**config.mk**
```make
export PLATFORM = sky130hd
export DESIGN_NAME = game_input_conditioner_flat
export DESIGN_NICKNAME = d
export VERILOG_FILES = /design/src/rtl/game_input_conditioner_pkg.sv /design/src/rtl/game_input_conditioner_if.sv /design/src/rtl/game_input_conditioner_debounce_channel.sv /design/src/rtl/game_input_conditioner.sv /design/src/flat_wrapper.sv
export SDC_FILE = /design/constraint.sdc
export NUM_CORES = 1
export LEC_CHECK = 0
export ABC_AREA = 1
export BUFFER_PORTS_ARGS = -buffer_cell sky130_fd_sc_hd__buf_2
export CAP_MARGIN = 10
export CELL_PAD_IN_SITES_DETAIL_PLACEMENT = 1
export CELL_PAD_IN_SITES_GLOBAL_PLACEMENT = 1
export CORE_MARGIN = 2
export CORE_UTILIZATION = 40
export DETAILED_ROUTE_END_ITERATION = 10
export GPL_TIMING_DRIVEN = 0
export PLACE_DENSITY_LB_ADDON = 0.1
export SYNTH_ARGS = -nofsm -noshare
export SYNTH_HDL_FRONTEND = slang
export SYNTH_SLANG_ARGS = --single-unit
```
**constraint.sdc**
```tcl
create_clock -name vga_clock -period 4.55 [get_ports vga_clock]
set_input_delay 0.2275 -clock vga_clock [delete_from_list [all_inputs] [get_ports vga_clock]]
set_output_delay 0.2275 -clock vga_clock [all_outputs]
set_load 0.01 [all_outputs]
```
**src/rtl/game_input_conditioner_pkg.sv**
```systemverilog
// Shared constants and channel indexing for the board input conditioner.
package game_input_pkg;

  localparam int unsigned DEFAULT_DEBOUNCE_CYCLES = 250000;
  localparam int unsigned NUM_INPUT_CHANNELS      = 4;

  typedef enum logic [1:0] {
    CH_LEFT  = 2'd0,
    CH_RIGHT = 2'd1,
    CH_JUMP  = 2'd2,
    CH_START = 2'd3
  } input_channel_e;

endpackage

```
**src/rtl/game_input_conditioner_if.sv**
```systemverilog
// Raw board inputs and their conditioned counterparts, grouped as one bundle.
interface game_input_conditioner_if;

    logic left_switch;
    logic right_switch;
    logic jump_button;
    logic start_button;

    logic left_level;
    logic right_level;
    logic jump_held;
    logic jump_press;
    logic start_press;

    // Board side: drives raw inputs, observes conditioned outputs.
    modport master (
        output left_switch, right_switch, jump_button, start_button,
        input  left_level, right_level, jump_held, jump_press, start_press
    );

    // Conditioner side.
    modport slave (
        input  left_switch, right_switch, jump_button, start_button,
        output left_level, right_level, jump_held, jump_press, start_press
    );

endinterface

```
**src/rtl/game_input_conditioner_debounce_channel.sv**
```systemverilog
// One input channel: polarity fix, 2-FF synchroniser, debounce counter, rise pulse.
module debounce_channel
    import game_input_pkg::*;
#(
    parameter int unsigned DEBOUNCE_CYCLES = DEFAULT_DEBOUNCE_CYCLES,
    parameter bit          ACTIVE_LOW      = 1'b0
) (
    input  logic vga_clock,
    input  logic reset,
    input  logic raw,
    output logic level,
    output logic rise_pulse
);

    localparam int unsigned CntW = (DEBOUNCE_CYCLES > 1) ? $clog2(DEBOUNCE_CYCLES) : 1;
    localparam logic [CntW-1:0] CntMax = CntW'(DEBOUNCE_CYCLES - 1);

    logic            raw_norm;
    logic            s1_q, s2_q;
    logic            stable_q, stable_d;
    logic            rise_q, rise_d;
    logic [CntW-1:0] cnt_q, cnt_d;

    assign raw_norm = raw ^ ACTIVE_LOW;

    // Counter only runs while the synchronised value disagrees with stable; any
    // agreement before completion clears it, so short glitches never land.
    always_comb begin
        cnt_d    = cnt_q;
        stable_d = stable_q;
        rise_d   = 1'b0;
        if (s2_q == stable_q) begin
            cnt_d = '0;
        end else if (cnt_q == CntMax) begin
            stable_d = s2_q;
            cnt_d    = '0;
            rise_d   = s2_q;
        end else begin
            cnt_d = cnt_q + CntW'(1);
        end
    end

    always_ff @(posedge vga_clock or posedge reset) begin
        if (reset) begin
            s1_q     <= 1'b0;
            s2_q     <= 1'b0;
            cnt_q    <= '0;
            stable_q <= 1'b0;
            rise_q   <= 1'b0;
        end else begin
            s1_q     <= raw_norm;
            s2_q     <= s1_q;
            cnt_q    <= cnt_d;
            stable_q <= stable_d;
            rise_q   <= rise_d;
        end
    end

    assign level      = stable_q;
    assign rise_pulse = rise_q;

endmodule

```
**src/rtl/game_input_conditioner.sv**
```systemverilog
// Conditions the four raw board inputs into clean levels and press pulses.
module game_input_conditioner
    import game_input_pkg::*;
#(
    parameter int unsigned DEBOUNCE_CYCLES   = DEFAULT_DEBOUNCE_CYCLES,
    parameter bit          BUTTON_ACTIVE_LOW = 1'b1
) (
    input  logic                     vga_clock,
    input  logic                     reset,
    game_input_conditioner_if.slave  bus
);

    logic [NUM_INPUT_CHANNELS-1:0] raw_vec;
    logic [NUM_INPUT_CHANNELS-1:0] level_vec;
    logic [NUM_INPUT_CHANNELS-1:0] rise_vec;
    logic [1:0]                    unused_switch_rise;

    assign raw_vec[CH_LEFT]  = bus.left_switch;
    assign raw_vec[CH_RIGHT] = bus.right_switch;
    assign raw_vec[CH_JUMP]  = bus.jump_button;
    assign raw_vec[CH_START] = bus.start_button;

    for (genvar i = 0; i < NUM_INPUT_CHANNELS; i++) begin : g_ch
        // Only the push-buttons may be wired active-low; switches are always active-high.
        localparam bit IsButton = (i == int'(CH_JUMP)) || (i == int'(CH_START));
        localparam bit ActLow   = IsButton ? BUTTON_ACTIVE_LOW : 1'b0;

        debounce_channel #(
            .DEBOUNCE_CYCLES (DEBOUNCE_CYCLES),
            .ACTIVE_LOW      (ActLow)
        ) u_ch (
            .vga_clock  (vga_clock),
            .reset      (reset),
            .raw        (raw_vec[i]),
            .level      (level_vec[i]),
            .rise_pulse (rise_vec[i])
        );
    end

    assign bus.left_level  = level_vec[CH_LEFT];
    assign bus.right_level = level_vec[CH_RIGHT];
    assign bus.jump_held   = level_vec[CH_JUMP];
    assign bus.jump_press  = rise_vec[CH_JUMP];
    assign bus.start_press = rise_vec[CH_START];

    assign unused_switch_rise = {rise_vec[CH_RIGHT], rise_vec[CH_LEFT]};

endmodule

```
**src/flat_wrapper.sv**
```systemverilog
// flat-port wrapper written by rule: the top's interface ports become plain ports
module game_input_conditioner_flat import game_input_pkg::*;
#(
    parameter int unsigned DEBOUNCE_CYCLES   = DEFAULT_DEBOUNCE_CYCLES,
    parameter bit          BUTTON_ACTIVE_LOW = 1'b1
)
  (vga_clock, reset, bus_left_switch, bus_right_switch, bus_jump_button, bus_start_button, bus_left_level, bus_right_level, bus_jump_held, bus_jump_press, bus_start_press);
  game_input_conditioner_if bus_i ();
  input  logic vga_clock;
  input  logic reset;
  input wire logic [$bits(bus_i.left_switch)-1:0] bus_left_switch;
  input wire logic [$bits(bus_i.right_switch)-1:0] bus_right_switch;
  input wire logic [$bits(bus_i.jump_button)-1:0] bus_jump_button;
  input wire logic [$bits(bus_i.start_button)-1:0] bus_start_button;
  output wire logic [$bits(bus_i.left_level)-1:0] bus_left_level;
  output wire logic [$bits(bus_i.right_level)-1:0] bus_right_level;
  output wire logic [$bits(bus_i.jump_held)-1:0] bus_jump_held;
  output wire logic [$bits(bus_i.jump_press)-1:0] bus_jump_press;
  output wire logic [$bits(bus_i.start_press)-1:0] bus_start_press;
  assign bus_i.left_switch = bus_left_switch;
  assign bus_i.right_switch = bus_right_switch;
  assign bus_i.jump_button = bus_jump_button;
  assign bus_i.start_button = bus_start_button;
  assign bus_left_level = bus_i.left_level;
  assign bus_right_level = bus_i.right_level;
  assign bus_jump_held = bus_i.jump_held;
  assign bus_jump_press = bus_i.jump_press;
  assign bus_start_press = bus_i.start_press;
  game_input_conditioner #(.DEBOUNCE_CYCLES(DEBOUNCE_CYCLES), .BUTTON_ACTIVE_LOW(BUTTON_ACTIVE_LOW)) u_core (.vga_clock(vga_clock), .reset(reset), .bus(bus_i));
endmodule
```
# After elaboration in Yosys (flattened, before gate mapping)
# Cells that the tools add are included.
# word_totals
memories	0
mem_bits_ro	0
elab_cells	52
output_inout_bits	5
ff_bits	86
latch_bits	0
mem_bits_rw	0
# op_classes
n_addsub	4
mul	0
shift	0
div_mod_pow	0
bitwise_logic	6
n_eq_ne	8
magnitude_cmp	0
reduce_logical	4
muxes	12
# ops
operator	n
two-way mux 18 bit	8
adder 18 x 1 -> 18 bit (second input constant)	4
== test 18 bit (second input constant)	4
AND reduction 2 bit	4
NOT 1 bit	6
== test 1 bit	4
two-way mux 1 bit	4

# Depth between registers and ports, before layout
# Gate-level depths: netlist of run 1.
# logic_depth
ltp_word	3
mapped_depth	9

# Hierarchy
# Synthesis of run 1 repeated with hierarchy kept, for this count alone.
# hier_totals
hier_cells	550
area_unflattened_um2	4541.9
# modules_own_cells
mod	area_each_um2	cells_per_inst	n_inst	seq_area_each_um2
debounce_channel (u_core.g_ch[2].u_ch ...)	1147.4	139	2	550.5
debounce_channel (u_core.g_ch[0].u_ch ...)	1123.6	136	2	550.5

# Worst setup path before layout of run 1
# OpenSTA, ideal clock, no wires.
# synth_timing
kind	register to register
start	register u_core.g_ch[3].u_ch.cnt_q[0]
end	register u_core.g_ch[3].u_ch.cnt_q[16]
arrival_ns	1.166
stages_incl_launch_ff	9
slack_ns	3.265
setup_ns	0.119
path_cell_list	dfrtp_1 -> ha_1 -> nand3_1 -> inv_1 -> nand2_2 -> nor2_1 -> nand3_1 -> nand3_1 -> nor2_1
# synth_between
elab_chain_len	3
word_cells_on_any_way	4
# synth_rtl
item	line	text
from (decl)	game_input_conditioner_debounce_channel.sv:22	logic [CntW-1:0] cnt_q, cnt_d;
from (signal assigned)	game_input_conditioner_debounce_channel.sv:53	cnt_q <= cnt_d;
adder 18 x 1 -> 18 bit or == test 18 bit (tied branches)	game_input_conditioner_debounce_channel.sv:39, game_input_conditioner_debounce_channel.sv:34	
two-way mux 18 bit *	game_input_conditioner_debounce_channel.sv:34	end else if (cnt_q == CntMax) begin
two-way mux 18 bit *	game_input_conditioner_debounce_channel.sv:32	if (s2_q == stable_q) begin
named net u_core.g_ch[3].u_ch.cnt_d[16]	game_input_conditioner_debounce_channel.sv:22	
# Mark *: on every way through the listed nets, which the timed path passes. The rest lies on a longest branch.
# A chain may end at the register's enable or synchronous reset.

# Final worst setup path of run 1
# layout_timing
start	register u_core.g_ch[3].u_ch.cnt_q[0]
end	register u_core.g_ch[3].u_ch.cnt_q[3]
# The elaborated chain is that of the path after synthesis.

==> out/qor.txt, run 1 <==
First DRT Iteration DRCs: 92
Crit-path max cell delay: 0.40 ns
Pwr Total: 1.58 mW
Routed length per placed instance: 14.3 um
Root Driver: clkbuf_16
FFs w/ async S/R, synth: 1.00
First-pass GRT wire length: 18200 um
CTS tree: done
Leakage: 2.11 nW
Worst Reg-to-Reg Cells: 6
Area of the core: 11000 um^2
Ys flop type: dfrtp_1
Final-report setup violation count: 0
Max Fclk: 646 MHz
Die area: 12300 um^2
CTS Buffer Depth: 2
Layout cells sized above 1: 0.150
RSZ-0062 raised after global routing: false
DRT antenna net count: 0
Number of enable flip-flop cells after synthesis: 0
Crit path kind: reg -> reg
Routed vias: 3564
Pre-antenna DRT Iters: 4
I/O pins: 11
Placed cell areas: 4810 um^2
Critical path cell sequence: ha_1 -> nand3_1 -> nor2_1 -> nand2_1 -> nand2_1 -> nor2_1
H-tree lvl count: 3
Clock transition at path regs: 0.06 ns
Arr. time, crit path: 1.83 ns
Mapped Nets: 560
Die W: 111 um
Max-slew violation count: 0
Setup TNS Final: 0 ns
Clk Latency, worst-skew pair: 0.35 ns
Area Overhead vs Synth: 12.6%
Worst Path Max Fanout: 7
Final Hold Violating Endpoints: 0
Post-Syn Area: 4560 um^2
Worst setup EP type: flop
Routability Congestion: 0.843
Hold_sp: bus_start_button
Multi-input gate area: 2210 um^2
GRT overflow: 0
Rows: 38
Pwr/cell area: 308 nW/um^2
Number of global-route vias before repair: 3868
Sequential-to-total area share from yosys stat: 0.472
Yosys warns: 0
# DRC: 0
Hold path cells: 2
Vias per cell: 4.96
GRT Total Usage: 0.184
Most frequent cell after synthesis: nor2_1
Worst-Margin Slew: 0.385 ns
# nets final: 585
CP Launch Type: flop
Initial antenna violation count: 0
Fin area: 5130 um^2
Reg2reg end: u_core.g_ch[3].u_ch.cnt_q[3]$_DFF_PP0_
Cell variety after synth: 29
Starting density of the core: 0.415
Flop2flop setup slack: 3.00 ns
Post-Synthesis Cells: 550
Highest ir drop seen on vdd: 188 uV
Pin count of the biggest net entering global routing: 62
Fill cells: 1316
Final Util: 0.467
HPWL after detailed placement: 7640 um
CP Data Required Time: 4.83 ns
Crit share post-route: 0.340
RR Startpoint: u_core.g_ch[3].u_ch.cnt_q[0]$_DFF_PP0_
Post-synth top area share: 0.472
FF+latch area: 2150 um^2
Routed wire length: 10300 um
Antenna cells: 0
Top area cells in the synthesized netlist: dfrtp_1 (47%), nor2_1 (11%), nand2_1 (7.1%), nand3_1 (5.5%), xor2_1 (3.8%)
Syn avg cell area: 8.29 um^2
Hold Path Class: in -> reg
Hold slack: 0.00951 ns
Synth area leader: dfrtp_1
Post-synth top cells: nor2_1 (136), dfrtp_1 (86), nand2_1 (86), nand3_1 (50), inv_1 (45)
Outcome: completed
CTS buffer count: 9
Postcts setup bufs: 0
Clock Skew: 0.00662 ns
Slowest-stage cell, CP: dfrtp_1
Hold Path End: u_core.g_ch[3].u_ch.s1_q$_DFF_PP0_
# port buffers: 10
Max_slew headroom: 0.743
Max-Cap Viols: 0
Yosys reg bits: 86
Die Y: 111 um
CTS Sinks: 86
Minimum clock period: 1.55 ns
area by class of cell:
class / instances / area share
multi-input cells: 413 / 0.430
flip-flops and latches: 86 / 0.419
clock buffers: 11 / 0.0473
inverters: 50 / 0.0371
well taps: 140 / 0.0341
repair buffers: 14 / 0.0210
clock inverters: 4 / 0.00926
plain buffers: 1 / 0.00219
flip-flops by register name, summed over array words and instances (netlist names):
name                         count
u_core.g_ch.u_ch.cnt_q          72
u_core.g_ch.u_ch.level           4
u_core.g_ch.u_ch.s1_q            4
u_core.g_ch.u_ch.s2_q            4
u_core.g_ch.u_ch.rise_pulse      2
report_power, final:
group / leakage [nW] / switching, mW / internal, mW
registers: 1.17 / 0.00907 / 0.777
clock network: 0.141 / 0.305 / 0.436
logic: 0.792 / 0.0392 / 0.0169
routing by layer:
layer | track usage | routed length, um | vias up
met1 | 0.241 | 4980 | 1728
li1 | - | - | 1785
met5 | 0 | 0 | -
met2 | 0.299 | 4870 | 30
met3 | 0.0394 | 235 | 21
met4 | 0.0717 | 210 | 0
per-stage QoR:
stage / setup slack [ns] / instances
finish: 3.00 / 719
detailed placement: 2.98 / 701
floorplan: 2.10 / 550
global placement: 0.968 / 700
global route: 2.84 / 719
CTS: 2.96 / 719
worst max-delay path, delay by kind of cell (launching register included):
family | cells | cell delay (ns)
adders and majority gates | 1 | 0.23
and+or+nand+nor | 5 | 0.84
DFF | 1 | 0.40
logic make-up after synthesis:
kind of cell	after synthesis	synth area share
compound gates	22	0.0255
buf+inv	51	0.0437
fa+ha+maj	4	0.0110
xor+xnor	36	0.0758
flops	86	0.472
simple gates	351	0.372
how the worst max path moves through the flow:
stage	start	to	slack, ns
final	u_core.g_ch[3].u_ch.cnt_q[0]$_DFF_PP0_	u_core.g_ch[3].u_ch.cnt_q[3]$_DFF_PP0_	3.00
after global placement	reset	u_core.g_ch[2].u_ch.cnt_q[12]$_DFF_PP0_	0.97
after global routing	u_core.g_ch[0].u_ch.cnt_q[0]$_DFF_PP0_	u_core.g_ch[0].u_ch.cnt_q[3]$_DFF_PP0_	2.84
after floorplan	reset	u_core.g_ch[0].u_ch.cnt_q[0]$_DFF_PP0_	2.10
after detailed placement	u_core.g_ch[3].u_ch.cnt_q[0]$_DFF_PP0_	u_core.g_ch[3].u_ch.cnt_q[12]$_DFF_PP0_	2.98
after CTS	u_core.g_ch[3].u_ch.cnt_q[0]$_DFF_PP0_	u_core.g_ch[3].u_ch.cnt_q[12]$_DFF_PP0_	2.96
placed cells by master, fill, tap and decap left out, drive strengths merged:
cell / count
nor2: 159
nand2: 103
dfrtp: 86
nand3: 57
inv: 50
xor2: 24
a21oi: 12
xnor2: 12
buf: 12
nor3: 11
clkbuf: 11
o21ai: 9
nand4: 7
nor3b: 7
nand3b: 4
ha: 4
dlygate4sd3: 3
clkinv: 2
o21bai: 1
and2: 1
nor4: 1
nor2b: 1
bufinv: 1
clkinvlp: 1
timing repair:
| item | CTS | global route |
|---|---|---|
| hold buffers | 3 | 0 |
| hold endpoints to repair | 27 | 0 |
| resized for setup | 0 | 0 |
(Power assumes the default switching activity.)
==> run 2: changes to the inputs <==
Clock period 4.55 ns to 1.4 ns, I/O delays scaled along.
==> out/qor.txt, run 2 (same netlist as run 1, synthesis figures left out) <==
Arr. time, crit path: 1.63 ns (-0.20 ns)
Routability Congestion: 0.846 (+0.39%)
Fill cells: 1327 (+0.84%)
Slowest-stage cell, CP: dfrtp_1
Most flops, register: u_core.g_ch.u_ch.cnt_q
Clock transition at path regs: 0.06 ns (about the same)
Starting density of the core: 0.415 (unchanged)
Layout cells sized above 1: 0.228 (+0.0774)
Routed length per placed instance: 14.7 um (+3.0%)
CTS buffer count: 9 (unchanged)
Max Fclk: 720 MHz (+11%)
GRT overflow: 0 (unchanged)
Initial antenna violation count: 0 (unchanged)
CTS Sinks: 86 (unchanged)
Crit-path max cell delay: 0.36 ns (-0.04 ns)
DR WL met2: 5440 um (+12%)
Highest ir drop seen on vdd: 572 uV (+200%)
Crit path to: u_core.g_ch[2].u_ch.cnt_q[14]$_DFF_PP0_
DRT antenna net count: 0 (unchanged)
Die area: 12300 um^2 (unchanged)
Die Y: 111 um (unchanged)
CP Data Required Time: 1.64 ns (-3.19 ns)
Worst Path Max Fanout: 4 (-3)
First-pass GRT wire length: 18800 um (+3.1%)
Max reg flops: 72 (unchanged)
H-tree lvl count: 3 (unchanged)
Max-slew violation count: 0 (unchanged)
CP Launch Type: flop
Max_slew headroom: 0.712 (-0.0309)
RR Startpoint: u_core.g_ch[2].u_ch.cnt_q[1]$_DFF_PP0_
Highest metal used: met4
GRT Total Usage: 0.190 (+0.00626)
Reg2reg end: u_core.g_ch[2].u_ch.cnt_q[14]$_DFF_PP0_
Final Hold Violating Endpoints: 0 (unchanged)
Routed vias: 3662 (+2.7%)
Fin cells: 733 (+1.9%)
Vias per cell: 5.00 (+0.79%)
Met3 WL: 160 um (-32%)
Leakage: 2.23 nW (+5.9%)
Crit share post-route: 0.992 (+0.652)
Pwr/cell area: 928 nW/um^2 (+200%)
RSZ-0062 raised after global routing: true
I/O pins: 11 (unchanged)
Post-placement cell count: 702 (+0.14%)
Worst-Margin Slew: 0.430 ns (+0.0457 ns)
Final-report setup violation count: 0 (unchanged)
# port buffers: 10 (unchanged)
Max-Cap Viols: 0 (unchanged)
CTS tree: done
Die W: 111 um (unchanged)
Minimum clock period: 1.39 ns (-0.160 ns)
Root Driver: clkbuf_16
Pre-antenna DRT Iters: 4 (unchanged)
CTS Buffer Depth: 2 (unchanged)
Number of global-route vias before repair: 3983 (+3.0%)
# DRC: 0 (unchanged)
Outcome: completed
Crit path kind: reg -> reg
Most frequent cells in the layout: nor2_1 (125), dfrtp_1 (81), nand2_1 (80)
Most common cell after layout, fill and taps aside: nor2_1
Antenna cells: 0 (unchanged)
Final Util: 0.500 (+0.0325)
Flop2flop setup slack: 0.01 ns (-2.99 ns)
Critical path cell sequence: ha_2 -> nand3_4 -> inv_2 -> nand2_2 -> nor2_4 -> nand2_1 -> nor2_1 -> nor2_1
Worst setup EP type: flop
Routed wire length: 10800 um (+5.0%)
Clk Latency, worst-skew pair: 0.35 ns (about the same)
Post-Route M1 WL: 4940 um (-0.80%)
Area of the core: 11000 um^2 (unchanged)
# nets final: 600 (+2.6%)
Area Overhead vs Synth: 20.5%
Pin count of the biggest net entering global routing: 38 (-39%)
Rows: 38 (unchanged)
Clock Skew: 0.00545 ns (-0.00118 ns)
Worst Setup SP: u_core.g_ch[2].u_ch.cnt_q[1]$_DFF_PP0_
Hold slack: 0.275 ns (+0.265 ns)
Worst Reg-to-Reg Cells: 8 (+2)
First DRT Iteration DRCs: 175 (+90%)
Most frequent CP cell: nor2_1
Hold Path Class: in -> async
HPWL after detailed placement: 7870 um (+3.0%)
## run 2: report_power, final
group / internal, mW / total (mW) / leakage, nW / switching (mW)
Combinational: 0.0890 / 0.231 / 0.927 / 0.142
Clock: 1.33 / 2.29 / 0.138 / 0.964
Sequential: 2.52 / 2.57 / 1.16 / 0.0453
## run 2: critical path: cells and delay by family, from the launching register on
family / cells / cell delay, ns
AND/OR/NAND/NOR: 6 / 0.58
flip-flops: 1 / 0.36
adder cells (fa/ha/maj): 1 / 0.23
buffers and inverters: 1 / 0.10
## run 2: worst min-delay path by stage
stage / cells past startpoint / end / start / slack [ns]
5_1_grt: 3 / u_core.g_ch[1].u_ch.cnt_q[5]$_DFF_PP0_ / reset / 0.31
2_1_floorplan: 0 / u_core.g_ch[0].u_ch.s1_q$_DFF_PP0_ / bus_left_switch / 0.10
3_5_place_dp: 2 / u_core.g_ch[1].u_ch.cnt_q[5]$_DFF_PP0_ / reset / 0.1
6_report: 3 / u_core.g_ch[1].u_ch.cnt_q[5]$_DFF_PP0_ / reset / 0.27
3_3_place_gp: 1 / u_core.g_ch[1].u_ch.s1_q$_DFF_PP0_ / bus_right_switch / 0.18
4_1_cts: 3 / u_core.g_ch[1].u_ch.cnt_q[5]$_DFF_PP0_ / reset / 0.27
## run 2: cell type report
type                            count  area (um^2)  area share
Multi-Input combinational cell    413         2440       0.445
Tap cell                          140          175      0.0319
Timing Repair Buffer               29          230      0.0419
Sequential cell                    86         2160       0.393
Inverter                           50          194      0.0353
Clock buffer                       13          270      0.0492
Buffer                              1         11.3     0.00205
Clock inverter                      1         5.00    0.000912
## run 2: stage by stage
step | power, mW | setup WS [ns] | area [um^2] | TNS, ns
floorplan | 2.72 | 0.115 | 4560 | 0
global placement | 2.77 | -0.348 | 4790 | -31.62
detailed placement | 2.79 | -0.196 | 4830 | -3.36
CTS | 5.13 | 0.000726 | 5250 | 0
global route | 5.29 | -0.0632 | 5490 | -0.468
finish | 5.09 | 0.0111 | 5490 | 0
## run 2: repair_timing
| item | 4_1_cts | 5_1_grt |
|---|---|---|
| gates resized for setup | 20 | 40 |
| setup endpoints to repair | 41 | 54 |
| endpoints found under the hold margin | 20 | 0 |
| pin swaps | 1 | 12 |
| buffers inserted | 3 | 9 |
| hold buffers | 5 | 0 |
## run 2: metal layers
| layer | up-vias | track usage |
|---|---|---|
| li1 | 1822 | - |
| met1 | 1800 | 0.247 |
| met2 | 24 | 0.315 |
| met3 | 16 | 0.0284 |
| met4 | 0 | 0.0883 |
| met5 | - | 0 |
